File: config.mk
export PLATFORM = sky130hd
export DESIGN_NAME = tanh_share_arbiter
export DESIGN_NICKNAME = d
export VERILOG_FILES = /design/src/rtl/tanh_share_arbiter.sv
export SDC_FILE = /design/constraint.sdc
export NUM_CORES = 1
export LEC_CHECK = 0
export ABC_AREA = 1
export CORE_MARGIN = 4
export CORE_UTILIZATION = 40
export DETAILED_ROUTE_END_ITERATION = 10
export PLACE_DENSITY = 0.93
export SYNTH_ARGS = -nofsm -noshare
export SYNTH_HDL_FRONTEND = slang
export SYNTH_SLANG_ARGS = --single-unit
export TNS_END_PERCENT = 30
File: constraint.sdc
create_clock -name clk -period 3.8 [get_ports clk]
set_clock_uncertainty 0.1 [all_clocks]
set_input_delay 1.14 -clock clk [delete_from_list [all_inputs] [get_ports clk]]
set_output_delay 1.14 -clock clk [all_outputs]
set_load 0.02 [all_outputs]
File: src/rtl/tanh_share_arbiter.sv
// Shares one fixed-latency Tanh unit among N_REQ requesters.
// Arbitration is round-robin per burst; a tag pipeline follows each in-flight
// word so its result returns to the requester that issued it.
module tanh_share_arbiter #(
    parameter int unsigned N_REQ    = 4,
    parameter int unsigned W        = 32,
    parameter int unsigned TANH_LAT = 2
) (
    input  logic               clk,
    input  logic               rstn,
    input  logic               en,
    input  logic [N_REQ-1:0]   req_valid,
    input  logic [N_REQ*W-1:0] req_data,
    input  logic [N_REQ-1:0]   req_last,
    output logic [N_REQ-1:0]   req_ready,
    output logic               tanh_en,
    output logic [W-1:0]       tanh_in,
    input  logic [W-1:0]       tanh_out,
    output logic [N_REQ-1:0]   rsp_valid,
    output logic [W-1:0]       rsp_data,
    output logic               rsp_last,
    output logic               busy
);

    localparam int unsigned IW  = (N_REQ > 1) ? $clog2(N_REQ) : 1;
    localparam int unsigned NST = TANH_LAT + 1;

    typedef enum logic {IDLE, LOCK} state_t;

    typedef struct packed {
        logic          v;
        logic [IW-1:0] id;
        logic          last;
    } tag_t;

    state_t        state;
    logic [IW-1:0] owner;
    logic [IW-1:0] ptr;
    tag_t          tags [NST];

    logic [IW-1:0] win;
    logic          found;
    logic [IW-1:0] gidx;
    logic          accept;
    logic          acc_last;
    logic [W-1:0]  acc_data;
    logic          tag_any;

    // Round-robin search starting just after the last winner
    always_comb begin : rr_search
        int unsigned idx;
        idx   = 0;
        win   = ptr;
        found = 1'b0;
        for (int unsigned k = 1; k <= N_REQ; k++) begin
            idx = (32'(ptr) + k) % N_REQ;
            if (!found && req_valid[IW'(idx)]) begin
                found = 1'b1;
                win   = IW'(idx);
            end
        end
    end

    // Grant: owner while locked, otherwise the round-robin winner; nothing in reset
    always_comb begin
        req_ready = '0;
        if (rstn && en) begin
            if (state == LOCK) begin
                req_ready[owner] = 1'b1;
            end else if (found) begin
                req_ready[win] = 1'b1;
            end
        end
    end

    assign gidx     = (state == LOCK) ? owner : win;
    assign accept   = |(req_valid & req_ready);
    assign acc_last = req_last[gidx];
    assign acc_data = req_data[32'(gidx) * W +: W];

    // Any word still travelling through the Tanh unit
    always_comb begin
        tag_any = 1'b0;
        for (int unsigned s = 0; s < NST; s++) begin
            tag_any = tag_any | tags[s].v;
        end
    end

    assign tanh_en = accept | tag_any;
    assign busy    = (state == LOCK) | tag_any;

    // Burst FSM, issue register, tag pipeline and response register
    always_ff @(posedge clk or negedge rstn) begin
        if (!rstn) begin
            state     <= IDLE;
            owner     <= '0;
            ptr       <= IW'(N_REQ - 1);
            tanh_in   <= '0;
            rsp_valid <= '0;
            rsp_data  <= '0;
            rsp_last  <= 1'b0;
            for (int unsigned s = 0; s < NST; s++) begin
                tags[s] <= '0;
            end
        end else begin
            tags[0] <= accept ? {1'b1, gidx, acc_last} : '0;
            for (int unsigned s = 1; s < NST; s++) begin
                tags[s] <= tags[s-1];
            end

            if (accept) begin
                tanh_in <= acc_data;
                ptr     <= gidx;
                owner   <= gidx;
                state   <= acc_last ? IDLE : LOCK;
            end

            rsp_valid <= '0;
            rsp_last  <= tags[NST-1].v & tags[NST-1].last;
            if (tags[NST-1].v) begin
                rsp_valid[tags[NST-1].id] <= 1'b1;
                rsp_data                  <= tanh_out;
            end
        end
    end

endmodule

==> run_results.csv <==
group,metric,value,unit
run_status,outcome,"finished with violations",
setup_path,path_buf_inv,3,
clocking,cts_hold_buf,0,
finish,n_fill_cell,930,
pwr,powerDensity,985.1,nW/um^2
setup_path,cp_cell_sequence,"buf_8 > nand2_4 > nand2_4 > buf_4 > a22oi_2 > nand2_1 > nand3_2 > nand2_2 > o21bai_1 > nand3_1 > nand2_4 > nor2_4 > nand2_2 > buf_6",
floorplanning,die_h,117.3,um
timing,hold_slack,0.2462,ns
floorplanning,die_x,117.3,um
route,dr_total_vias,5648,
setup_path,worst_setup_path_end_kind,"output pin",
timing,slew_headroom,33.15,%
finish,layout_commonest_cell,"clkdlybuf4s50_1",
route,drt_iter0_drc,479,
finish,design_area,7919,um^2
run_status,violations,"negative setup slack",
finish,final_nets,1083,
timing,grt_setup_unrepaired,"yes",
clocking,cts_tree,"yes",
finish,diodes,0,
global_route,grt_antenna_before_repair,0,
timing,max_freq,0.2570,GHz
setup_path,worstSetupPathType,"in -> out",
timing,setup_viol,1,
floorplanning,num_rows,39,
clocking,max-clock-path-buffers,2,
logic_synthesis,yosysUniqueCellTypes,30,
timing,setup_slack,-0.09154,ns
route,dr.pass1.iters,7,
route,vias_per_cell,5.328,
setup_path,cp_top_family,"simple AND/OR/NAND/NOR gates",
pwr,ir_worst_vdd,0.8100,mV
floorplanning,coreArea,11560,um^2
setup_path,reg2reg_depth,16,
global_route,grt_usage,24.48,%
global_route,grt_pass1_vias,5296,
placement,postPlaceCellArea,7383,um^2
timing,finalSetupTns,-0.09154,ns
finish,layout-drive-gt1-share,11.45,%
global_route,grt-ovfl-total,0,
setup_path,crit_path_max_incr_delay,0.22,ns
floorplanning,die-area,13770,um^2
logic_synthesis,synth-seq-cells,86,
finish,syn2layout_area_growth,65.64,%
logic_synthesis,synthCells,672,
setup_path,cp_data_arrival_time,2.65,ns
route,drcViolationCount,0,
logic_synthesis,syn_area,4781,um^2
global_route,grt_max_degree,79,
setup_path,slowest_stage,"o21bai_1",
setup_path,worstPathMaxFanout,4,
logic_synthesis,avgSynthCellArea,7.114,um^2
logic_synthesis,seq_area_frac_synth,45.07,%
timing,drv_slew,0,
timing,hold_viol,0,
setup_path,crit_path_frequent_cell,"nand2_4",
logic_synthesis,yosysWarnings,0,
floorplanning,start_util,41.34,%
clocking,clockRootBuffer,"clkbuf_16",
hold_path,holdPathStages,0,
logic_synthesis,synth_fp_nets,843,
finish,final_cell_mix,"clkdlybuf4s50_1, nand2_1, nand3_1",
clocking,clk_pin_slew,0.06,ns
finish,final_util,68.47,%
timing,fin_crit_sh,102.4,%
placement,portBuffers,245,
hold_path,hold_path.class,"reg -> reg",
global_route,grt_pass1_wl,27.13,mm
route,wl_per_cell,17.08,um
clocking,worstSkewPairLatency,0.33,ns
timing,min_period,3.892,ns
timing,worstMarginPinSlew,0.9965,ns
pwr,p_leak,3.809,nW
setup_path,critPathLaunchType,"input pin",
placement,gp_congestion,0.8909,
clocking,htreeDepth,3,
floorplanning,io_pins,246,
route,antenna_left,0,
run,maxCapViolCount,0,
setup_path,required,2.56,ns
clocking,cts_buffers,9,
placement,dp_hpwl,12.68,mm
route,routed_wl,18.11,mm
clocking,clkSinkCount,86,
setup_path,crit_cells,14,
cells by family (layout without fill, tap and decap cells):
kind of cell,count (synthesis),after routing,synth area share [%]
and+or+nand+nor,413,413,37.22
DFF,86,86,45.07
AOI/OAI and AO/OA,108,108,11.41
buffers and inverters,65,310,6.307
flip-flops by register name (all words and copies together), names as in the netlist:
register / cells
owner: 2
ptr: 2
rsp_data: 32
rsp_last: 1
rsp_valid: 4
state: 1
tags: 12
tanh_in: 32
routing by layer:
metal  part of all wire (%)  vias up  track usage [%]
met5                      0        -                0
met4                    4.8        0            12.54
met3                    9.6       64            5.630
met2                     47      326            41.08
met1                     39     2578            29.46
li1                       -     2680                -
layout make-up:
| cell class | count | area [um^2] | area share (%) |
|---|---|---|---|
| well taps | 143 | 178.9 | 2.259 |
| clock buffers | 11 | 232.7 | 2.939 |
| repair buffers | 278 | 2710 | 34.22 |
| clock inverters | 5 | 82.58 | 1.043 |
| inverters | 16 | 67.56 | 0.8532 |
| flip-flops and latches | 86 | 2158 | 27.26 |
| multi-input cells | 521 | 2489 | 31.43 |
path summary, 6_finish.rpt:
kind                                            to               start  slack (ns)
max                                        tanh_en        req_valid[2]       -0.09
min                              tags[0]$_DFF_PN0_   tags[4]$_DFF_PN0_        0.25
max reg2reg                      state$_DFFE_PN0P_  ptr[1]$_DFFE_PN1P_        0.89
min reg2reg                      tags[0]$_DFF_PN0_   tags[4]$_DFF_PN0_        0.25
max in group asynchronous  tanh_in[19]$_DFFE_PN0P_                rstn        1.80
min in group asynchronous  tanh_in[28]$_DFFE_PN0P_                rstn        0.63
power breakdown:
group	internal (W)	total, W	switching (W)
registers	0.00134	0.00158	0.000245
clock network	0.000579	0.000929	0.000350
logic	0.00207	0.00529	0.00322
total	0.00398	0.00780	0.00382
cell usage after synthesis (all sizes together):
master,count,share of area (%)
nand2,251,21
buf,24,2.9
nor3,6,0.63
nor3b,1,0.16
nor2,42,3.5
a21oi,70,7.3
clkbuf,25,2.0
o21bai,1,0.16
dfrtp,84,44
clkinv,1,0.078
inv,15,1.3
dfstp,2,1.1
a22oi,1,0.16
and2,1,0.13
nand3,111,12
nand3b,1,0.16
o21ai,36,3.8
metrics by stage:
| stage | power (W) | instances | setup WS, ns |
|---|---|---|---|
| finish | 0.007801 | 1060 | -0.09154 |
| detailed placement | 0.006600 | 1036 | -0.9677 |
| global route | 0.008391 | 1060 | -0.2054 |
| floorplan | 0.004752 | 672 | 0.01726 |
| global placement | 0.006501 | 1036 | -0.9445 |
| CTS | 0.007590 | 1053 | -0.06287 |
worst register-to-register path: cells and delay by family (launching register included):
kind	cells	cell delay, ns
buffers and inverters	2	0.66
AO/OA/AOI/OAI	1	0.08
AND/OR/NAND/NOR	13	1.29
flip-flops	1	0.67
timing repair:
| item | CTS | global route |
|---|---|---|
| resized for setup | 53 | 36 |
| pin swaps | 18 | 25 |
| endpoints found under the setup margin | 5 | 5 |
| buffers inserted | 1 | 7 |
| cloned | 0 | 0 |
(Power assumes the default switching activity.)
